File: src/rtl/caterr_pkg.sv
// Shared CATERR constants and FSM encodings.
// Also used by the CATERR delay path.
package caterr_pkg;

    localparam logic [31:0] T_GLITCH_50M_DEF = 32'd2;
    localparam logic [31:0] T_IERR_50M_DEF   = 32'd25000;
    localparam int          CNT_W_DEF        = 16;

    typedef enum logic [2:0] {
        ST_IDLE      = 3'b001,
        ST_MEASURE   = 3'b010,
        ST_IERR_HOLD = 3'b100
    } caterr_state_e;

endpackage

File: src/rtl/caterr_decode_if.sv
// Signal bundle between CATERR decoder and its environment.
// master drives the inputs, slave is the decoder.
interface caterr_decode_if;

    logic       iCpuPwrgdDly;
    logic       iCaterr_n;
    logic       iClrStatus;
    logic       oMcerrEvt;
    logic       oIerrEvt;
    logic       oMcerrSticky;
    logic       oIerrSticky;
    logic [7:0] oMcerrCnt;
    logic       oCaterrActive;

    modport master (
        output iCpuPwrgdDly, iCaterr_n, iClrStatus,
        input  oMcerrEvt, oIerrEvt, oMcerrSticky,
        input  oIerrSticky, oMcerrCnt, oCaterrActive
    );

    modport slave (
        input  iCpuPwrgdDly, iCaterr_n, iClrStatus,
        output oMcerrEvt, oIerrEvt, oMcerrSticky,
        output oIerrSticky, oMcerrCnt, oCaterrActive
    );

endinterface

File: src/rtl/caterr_sync.sv
// 3-flop synchronizer for raw CATERR_N.
// Force input parks the chain high (line idle).
module caterr_sync (
    input  logic iClk,
    input  logic iRst,
    input  logic iForceHigh,
    input  logic iAsync_n,
    output logic oLevel,
    output logic oFall
);

    logic r_ff1;
    logic r_ff2;
    logic r_ff3;

    // shift raw line through chain; idle level is high
    always_ff @(posedge iClk or posedge iRst) begin
        if (iRst) begin
            r_ff1 <= 1'b1;
            r_ff2 <= 1'b1;
            r_ff3 <= 1'b1;
        end else if (iForceHigh) begin
            r_ff1 <= 1'b1;
            r_ff2 <= 1'b1;
            r_ff3 <= 1'b1;
        end else begin
            r_ff1 <= iAsync_n;
            r_ff2 <= r_ff1;
            r_ff3 <= r_ff2;
        end
    end

    assign oLevel = r_ff2;
    assign oFall  = ~r_ff2 & r_ff3;

endmodule

File: src/rtl/caterr_decode.sv
// CATERR_N low-width classifier: short pulse = MCERR,
// held low = IERR. Keeps sticky status and MCERR count.
module caterr_decode
    import caterr_pkg::*;
#(
    parameter logic [31:0] T_GLITCH_50M = T_GLITCH_50M_DEF,
    parameter logic [31:0] T_IERR_50M   = T_IERR_50M_DEF,
    parameter int          CNT_W        = CNT_W_DEF
) (
    input logic            iClk_50M,
    input logic            iRst,
    caterr_decode_if.slave bus
);

    localparam logic [CNT_W-1:0] C_GLITCH = T_GLITCH_50M[CNT_W-1:0];
    localparam logic [CNT_W-1:0] C_IERR   = T_IERR_50M[CNT_W-1:0];
    localparam logic [CNT_W-1:0] C_ONE    = {{(CNT_W-1){1'b0}}, 1'b1};

    caterr_state_e    r_state;
    caterr_state_e    w_state_nxt;
    logic [CNT_W-1:0] r_cnt;
    logic [CNT_W-1:0] w_cnt_nxt;
    logic [CNT_W-1:0] w_cnt_inc;
    logic             r_mcerr_evt;
    logic             r_ierr_evt;
    logic             w_mcerr_nxt;
    logic             w_ierr_nxt;
    logic             r_mcerr_sticky;
    logic             r_ierr_sticky;
    logic [7:0]       r_mcerr_cnt;
    logic             w_level;
    logic             w_fall;
    logic             w_force;

    assign w_force = ~bus.iCpuPwrgdDly;

    caterr_sync u_sync (
        .iClk       (iClk_50M),
        .iRst       (iRst),
        .iForceHigh (w_force),
        .iAsync_n   (bus.iCaterr_n),
        .oLevel     (w_level),
        .oFall      (w_fall)
    );

    // FSM state, width counter and registered event strobes
    always_ff @(posedge iClk_50M or posedge iRst) begin
        if (iRst) begin
            r_state     <= ST_IDLE;
            r_cnt       <= '0;
            r_mcerr_evt <= 1'b0;
            r_ierr_evt  <= 1'b0;
        end else begin
            r_state     <= w_state_nxt;
            r_cnt       <= w_cnt_nxt;
            r_mcerr_evt <= w_mcerr_nxt;
            r_ierr_evt  <= w_ierr_nxt;
        end
    end

    // next state: measure low width, classify on release or at IERR limit
    always_comb begin
        w_state_nxt = r_state;
        w_cnt_nxt   = r_cnt;
        w_mcerr_nxt = 1'b0;
        w_ierr_nxt  = 1'b0;
        w_cnt_inc   = r_cnt + C_ONE;
        unique case (r_state)
            ST_IDLE: begin
                w_cnt_nxt = '0;
                if (w_fall) begin
                    w_state_nxt = ST_MEASURE;
                    w_cnt_nxt   = C_ONE;
                end
            end
            ST_MEASURE: begin
                if (!w_level) begin
                    if (r_cnt != C_IERR) begin
                        w_cnt_nxt = w_cnt_inc;
                    end
                    if (w_cnt_inc == C_IERR) begin
                        w_ierr_nxt  = 1'b1;
                        w_state_nxt = ST_IERR_HOLD;
                    end
                end else begin
                    w_mcerr_nxt = (r_cnt >= C_GLITCH);
                    w_state_nxt = ST_IDLE;
                    w_cnt_nxt   = '0;
                end
            end
            ST_IERR_HOLD: begin
                if (w_level) begin
                    w_state_nxt = ST_IDLE;
                    w_cnt_nxt   = '0;
                end
            end
            default: begin
                w_state_nxt = ST_IDLE;
                w_cnt_nxt   = '0;
            end
        endcase
        if (!bus.iCpuPwrgdDly) begin
            w_state_nxt = ST_IDLE;
            w_cnt_nxt   = '0;
            w_mcerr_nxt = 1'b0;
            w_ierr_nxt  = 1'b0;
        end
    end

    // sticky status and saturating count; clear is applied before a same-cycle event
    always_ff @(posedge iClk_50M or posedge iRst) begin
        if (iRst) begin
            r_mcerr_sticky <= 1'b0;
            r_ierr_sticky  <= 1'b0;
            r_mcerr_cnt    <= 8'd0;
        end else if (bus.iClrStatus) begin
            r_mcerr_sticky <= r_mcerr_evt;
            r_ierr_sticky  <= r_ierr_evt;
            r_mcerr_cnt    <= {7'd0, r_mcerr_evt};
        end else begin
            if (r_mcerr_evt) begin
                r_mcerr_sticky <= 1'b1;
            end
            if (r_ierr_evt) begin
                r_ierr_sticky <= 1'b1;
            end
            if (r_mcerr_evt && (r_mcerr_cnt != 8'hFF)) begin
                r_mcerr_cnt <= r_mcerr_cnt + 8'd1;
            end
        end
    end

    assign bus.oMcerrEvt     = r_mcerr_evt;
    assign bus.oIerrEvt      = r_ierr_evt;
    assign bus.oMcerrSticky  = r_mcerr_sticky;
    assign bus.oIerrSticky   = r_ierr_sticky;
    assign bus.oMcerrCnt     = r_mcerr_cnt;
    assign bus.oCaterrActive = (r_state != ST_IDLE);

endmodule

File: src/flat_wrapper.sv
// flat-port wrapper written by rule: the top's interface ports become plain ports
module caterr_decode_flat import caterr_pkg::*;
#(
    parameter logic [31:0] T_GLITCH_50M = T_GLITCH_50M_DEF,
    parameter logic [31:0] T_IERR_50M   = T_IERR_50M_DEF,
    parameter int          CNT_W        = CNT_W_DEF
)
  (iClk_50M, iRst, bus_iCpuPwrgdDly, bus_iCaterr_n, bus_iClrStatus, bus_oMcerrEvt, bus_oIerrEvt, bus_oMcerrSticky, bus_oIerrSticky, bus_oMcerrCnt, bus_oCaterrActive);
  caterr_decode_if bus_i ();
  input logic iClk_50M;
  input logic iRst;
  input wire logic [$bits(bus_i.iCpuPwrgdDly)-1:0] bus_iCpuPwrgdDly;
  input wire logic [$bits(bus_i.iCaterr_n)-1:0] bus_iCaterr_n;
  input wire logic [$bits(bus_i.iClrStatus)-1:0] bus_iClrStatus;
  output wire logic [$bits(bus_i.oMcerrEvt)-1:0] bus_oMcerrEvt;
  output wire logic [$bits(bus_i.oIerrEvt)-1:0] bus_oIerrEvt;
  output wire logic [$bits(bus_i.oMcerrSticky)-1:0] bus_oMcerrSticky;
  output wire logic [$bits(bus_i.oIerrSticky)-1:0] bus_oIerrSticky;
  output wire logic [$bits(bus_i.oMcerrCnt)-1:0] bus_oMcerrCnt;
  output wire logic [$bits(bus_i.oCaterrActive)-1:0] bus_oCaterrActive;
  assign bus_i.iCpuPwrgdDly = bus_iCpuPwrgdDly;
  assign bus_i.iCaterr_n = bus_iCaterr_n;
  assign bus_i.iClrStatus = bus_iClrStatus;
  assign bus_oMcerrEvt = bus_i.oMcerrEvt;
  assign bus_oIerrEvt = bus_i.oIerrEvt;
  assign bus_oMcerrSticky = bus_i.oMcerrSticky;
  assign bus_oIerrSticky = bus_i.oIerrSticky;
  assign bus_oMcerrCnt = bus_i.oMcerrCnt;
  assign bus_oCaterrActive = bus_i.oCaterrActive;
  caterr_decode #(.T_GLITCH_50M(T_GLITCH_50M), .T_IERR_50M(T_IERR_50M), .CNT_W(CNT_W)) u_core (.iClk_50M(iClk_50M), .iRst(iRst), .bus(bus_i));
endmodule
File: config.mk
export PLATFORM = sky130hd
export DESIGN_NAME = caterr_decode_flat
export DESIGN_NICKNAME = d
export VERILOG_FILES = /design/src/rtl/caterr_pkg.sv /design/src/rtl/caterr_decode_if.sv /design/src/rtl/caterr_sync.sv /design/src/rtl/caterr_decode.sv /design/src/flat_wrapper.sv
export SDC_FILE = /design/constraint.sdc
export NUM_CORES = 1
export LEC_CHECK = 0
export CAP_MARGIN = 30
export CORE_ASPECT_RATIO = 1.75
export CORE_UTILIZATION = 50
export CTS_CLUSTER_DIAMETER = 200
export CTS_CLUSTER_SIZE = 8
export DETAILED_ROUTE_END_ITERATION = 10
export PLACE_DENSITY = 0.68
export SETUP_SLACK_MARGIN = 0.05
export SLEW_MARGIN = 20
export SYNTH_ARGS = -nofsm -noshare
export SYNTH_HDL_FRONTEND = slang
export SYNTH_SLANG_ARGS = --single-unit
File: constraint.sdc
create_clock -name iClk_50M -period 4.79 [get_ports iClk_50M]
set_clock_uncertainty 0.2 [all_clocks]
set_input_delay 0.479 -clock iClk_50M [delete_from_list [all_inputs] [get_ports iClk_50M]]
set_output_delay 0.479 -clock iClk_50M [all_outputs]
set_load 0.05 [all_outputs]
# Yosys cells after proc, flatten, opt, wreduce, memory -nomap -nowiden
# Index checks and enable logic that the tools add are counted.
# W data, S select, Z words.
word_totals:
  regBits: 34
  latch_bits: 0
  ram_bits: 0
  mem_bits_ro: 0
  in_bits: 5
  wordCells: 60
  memories: 0
op_classes:
  addsub: 2
  mul: 0
  div: 0
  order_cmp: 1
  n_eq_ne: 11
  shift: 0
  mux: 28
  bitwise: 2
  reduce_logical: 6
op_table:
  columns: ["cell", "count"]
  rows:
  - ["$mux W16", 4]
  - ["$pmux W16 S3", 1]
  - ["$add A16 B1 Y16 const B", 1]
  - ["$eq A16 B15 Y1 const B", 1]
  - ["$ge A16 B2 Y1 const B", 1]
  - ["$mux W8", 2]
  - ["$ne A16 B15 Y1 const B", 1]
  - ["$mux W1", 15]
  - ["$mux W3", 5]
  - ["$pmux W3 S3", 1]
  - ["$add A8 B1 Y8 const B", 1]
  - ["$ne A4 B3 Y1 const B", 2]
  - ["$ne A8 B8 Y1 const B", 1]
  - ["$ne A3 B3 Y1 const B", 2]
  - ["$reduce_bool A2 Y1", 3]
  - ["$eq A3 B1 Y1 const B", 1]
  - ["$eq A3 B2 Y1 const B", 1]
  - ["$eq A3 B3 Y1 const B", 1]
  - ["$ne A3 B1 Y1 const B", 1]
  - ["$reduce_and A3 Y1", 1]
  - ["$reduce_and A2 Y1", 1]
  - ["$and A1 B1 Y1", 1]
  - ["$logic_and A1 B1 Y1", 1]
  - ["$not A1 Y1", 1]

# Logic depth before layout (Yosys ltp)
depth:
  word_depth: 6
  mapped_depth: 8
  ltp_nobuf: 7

# Cells and area by module
# From an unflattened synthesis, not the netlist that was laid out.
unflattened:
  cells_unflattened: 240
  area_unflattened_um2: 2145.8
by_module_without_submodules:
  columns: ["mod", "n_inst", "cells_each", "area_each_um2", "seq_area_each_um2"]
  rows:
  - ["caterr_decode", 1, 232, 2038.2, 777.0]
  - ["caterr_sync", 1, 8, 107.6, 78.8]

# Worst setup path before layout
# Ideal clock, no wire load.
synth_timing:
  kind: "reg-to-reg"
  start: "reg u_core.r_cnt[1]"
  end: "reg u_core.r_ierr_evt, in the netlist u_core.bus.oIerrEvt"
  setup_time_ns: 0.120
  arrival_ns: 2.026
  required_ns: 4.470
  slack_ns: 2.445
  path_stages_with_launch: 8
  path_buffers: 0
  period_less_slack_ns: 2.345
  cell_sequence: "dfrtp_1 ha_1 nand3_1 nor3_2 mux2_2 a41oi_1 nor4_2 and3b_1"
synth_via:
  elab_chain_cells: 6
synth_lines:
  columns: ["item", "line_no", "rtl"]
  rows:
  - ["start, declared", "caterr_decode.sv:21", "logic [CNT_W-1:0] r_cnt;"]
  - ["start signal, assigned", "caterr_decode.sv:55", "r_cnt <= w_cnt_nxt;"]
  - ["$add A16 B1 Y16", "caterr_decode.sv:67", "w_cnt_inc = r_cnt + C_ONE;"]
  - ["$eq A16 B15 Y1", "caterr_decode.sv:81", "if (w_cnt_inc == C_IERR) begin"]
  - ["$mux W1", "caterr_decode.sv:81", null]
  - ["$mux W1", "caterr_decode.sv:77", "if (!w_level) begin"]
  - ["$mux W1", "caterr_decode.sv:68", "unique case (r_state)"]
  - ["$mux W1", "caterr_decode.sv:102", "if (!bus.iCpuPwrgdDly) begin"]
  - ["via u_core.w_ierr_nxt", "caterr_decode.sv:27", "logic w_ierr_nxt;"]
  - ["end signal, assigned", "caterr_decode.sv:57", "r_ierr_evt <= w_ierr_nxt;"]
  - ["end, declared", "caterr_decode.sv:25", "logic r_ierr_evt;"]
# The timed path passes the listed nets, and every way through them passes these cells.
# A chain may end at the register's enable or synchronous reset.

# Final worst setup path
layout_timing:
  start: "in bus_iCpuPwrgdDly"
  end: "reg u_core.r_cnt[7]"
layout_via:
  elab_chain_cells: 2
  word_cells_on_any_way: 4
  classes_between: "eq/ne: 2; mux: 1; reduce/logical: 1"
layout_lines:
  columns: ["item", "line_no", "rtl"]
  rows:
  - ["start, declared", "flat_wrapper.sv:12", "input wire logic [$bits(bus_i.iCpuPwrgdDly)-1:0] bus_iCpuPwrgdDly;"]
  - ["$ne A4 B3 Y1 (no line) / $ne A3 B3 Y1 (equally long branches)", null, null]
  - ["$reduce_and A2 Y1 (no line)", null, null]
# Parallel ways exist; a longest one is shown, timed or not.

==> results.yml <==
drt:
  postRouteAntennaNets: 0
  drt_wl_total_mm: 4.40
  drt_iter0_markers: 45
  vias: 1709
  dr.pass1.iters: 4
  drc: 0
  wl_per_cell_um: 15.3
  drt-vias-per-instance: 5.95
global_route:
  grt_pass1_vias: 1722
  grt-ovfl-total: 0
  grt_usage: 0.243
  grt_pass1_wl_mm: 7.94
  grt_max_degree: 35
  antenna_found_initial: 0
worst_setup_path:
  cp_max_fo: 20
  critPathKind: "in -> reg"
  crit_required_ns: 4.76
  r2r_start: "u_core.r_cnt[1]"
  cp-end-kind: "flip-flop"
  r2r_cells: 7
  worstPathArrival_ns: 2.81
  start_kind: "input port"
  regToRegEndpoint: "u_core.r_state[1]"
  ff2ff_setup_slack_ns: 2.03
clocking:
  clk_path_buf_depth: 2
  clk_latency_ns: 0.28
  ctsResizeCount: 0
  post_cts_buffers: 0
  hold_buffers: 0
  htree_num_levels: 2
  root_buffer: "clkbuf_8"
  numCtsBuffers: 5
  clock-sinks: 34
  tritoncts: "yes"
  clk_pin_slew_ns: 0.07
floorplan:
  core_area_mm2: 0.00390
  die_w_um: 50.2
  row_count: 30
  initial_utilization: 0.521
  dieArea_mm2: 0.00434
  die_height_um: 86.4
  ios: 18
placed_design:
  place_congestion: 0.866
  dp_hpwl_mm: 3.16
  dp_cells: 279
  port-buffer-count: 17
synth:
  synth_top_area_cell: "dfrtp_1"
  async_reset_ff_frac: 1.00
  ys_seq_area_frac: 0.420
  ys_top_cells_by_area: "dfrtp_1, dfstp_2, o21ai_0"
  synth_top_area_share: 0.369
  synth_area_mm2: 0.00204
  synthCells: 228
  yosysWarnings: 0
  synth_common_cells: "dfrtp_1, nand2_1, nor2_1"
  synth-seq-cells: 34
  synth_cell_types: 50
  synth_area_per_cell_um2: 8.93
  synth_edf_count: 0
  synth_most_common_cell: "dfrtp_1"
  synth.net_count: 238
  synth-main-ff-cell: "dfrtp_1"
outcome:
  outcome: "completed"
pwr:
  power.density_mw_per_mm2: 229
  peakVddDrop_mv: 0.158
  p_leak_nw: 0.927
timing:
  worst_pin_slew_ns: 0.673
  hold_viol: 0
  hold_ws_ns: 0.253
  relSlewSlack: 0.551
  maxSlewViolCount: 0
  max_freq_mhz: 352
  rsz0062_at_grt: "false"
  fin_setup_tns_ns: 0
  min_period_over_period: 0.592
  final-setup-viol-count: 0
  min_period_ns: 2.84
cells_and_area:
  nets: 248
  nFillCells: 375
  diodes: 0
  fin_cells: 287
  drive_gt1_frac: 0.117
  synthToLayoutAreaGrowth_pct: 12.2
run:
  drv_cap: 0
worst_hold_path:
  min_to: "u_core.bus.oIerrSticky"
  hold_depth: 1
  hold_path_class: "reg -> reg"
  min_from: "u_core.bus.oIerrEvt"
report_power, final:
group | switching (mW) | internal, mW | leakage (nW)
Combinational | 0.0116 | 0.00621 | 0.418
Sequential | 0.00163 | 0.290 | 0.461
Clock | 0.0987 | 0.116 | 0.0482
worst max path at each step:
stage / start / cells after the start / to / slack [ns]
after CTS: bus_iCpuPwrgdDly / 6 / u_core.r_cnt[7] / 1.98
after floorplan: u_core.r_cnt[1] / 7 / u_core.bus.oIerrEvt / 2.44
after global routing: u_core.r_cnt[1] / 7 / u_core.r_state[1] / 1.68
final: bus_iCpuPwrgdDly / 6 / u_core.r_cnt[7] / 1.95
after detailed placement: bus_iCpuPwrgdDly / 6 / u_core.r_cnt[7] / 1.64
after global placement: bus_iCpuPwrgdDly / 6 / u_core.r_cnt[13] / 1.75
state kept, by name, indices dropped and copies added (netlist names):
signal,cells
u_core.bus.oIerrEvt,1
u_core.bus.oIerrSticky,1
u_core.bus.oMcerrCnt,8
u_core.bus.oMcerrEvt,1
u_core.bus.oMcerrSticky,1
u_core.r_cnt,16
u_core.r_state,3
u_core.u_sync.oLevel,1
u_core.u_sync.r_ff1,1
u_core.u_sync.r_ff3,1
layout make-up:
type | instances | area (um^2) | share of cell area
tap | 48 | 60.1 | 0.0263
clock inverter | 1 | 5.00 | 0.00219
timing repair buffer | 18 | 178 | 0.0778
multi-input combinational | 171 | 1070 | 0.468
inverter | 8 | 30.0 | 0.0132
sequential | 34 | 856 | 0.375
clock buffer | 7 | 86.3 | 0.0378
logic make-up after synthesis:
group,synth area share
DFF,0.420
muxes,0.0104
and+or+nand+nor,0.286
AOI/OAI and AO/OA,0.159
buffers and inverters,0.0547
adders and majority gates,0.0307
xor gates and xnor gates,0.0387
cell usage in the layout, fill, tap and decap left out, types with 2 or more instances in the layout:
master	n
nor3_1	7
dfstp_2	4
nand3_1	9
or3_1	3
nor2_1	21
nand4_1	8
clkbuf_8	6
and3_1	2
a21oi_1	3
o31ai_1	7
xor2_1	5
nand2b_1	5
nor4_2	2
clkdlybuf4s50_1	17
nand2_1	23
dfrtp_1	30
a21o_1	3
o21ai_1	4
xnor2_1	4
a31oi_1	4
o41ai_1	3
inv_1	8
nor2b_1	3
ha_1	5
o21ai_0	19
or2_2	4
nor4_1	6
worst max-delay path, cell delays in order:
cell	delay, ns
clkdlybuf4s50_1	0.52
nor2b_1	0.23
inv_1	0.12
or3_1	0.65
or2_2	0.53
o41ai_1	0.27
stage by stage:
stage | util | power [mW] | worst slack (ns) | instance area (um^2)
after floorplan | - | 0.307 | 2.44 | 2040
after global placement | 0.562 | 0.315 | 1.75 | 2190
after detailed placement | 0.562 | 0.315 | 1.64 | 2190
after CTS | 0.585 | 0.532 | 1.98 | 2280
after global routing | 0.585 | 0.543 | 1.68 | 2280
final | 0.585 | 0.524 | 1.95 | 2280
per-layer routing:
| layer | GRT usage | part of all wire | vias up |
|---|---|---|---|
| met3 | 0.0404 | 0.027 | 11 |
| li1 | - | - | 836 |
| met5 | 0 | 0 | - |
| met4 | 0.122 | 0.036 | 0 |
| met2 | 0.444 | 0.53 | 38 |
| met1 | 0.260 | 0.40 | 824 |
No activity file was read; power rests on OpenSTA's default activity.
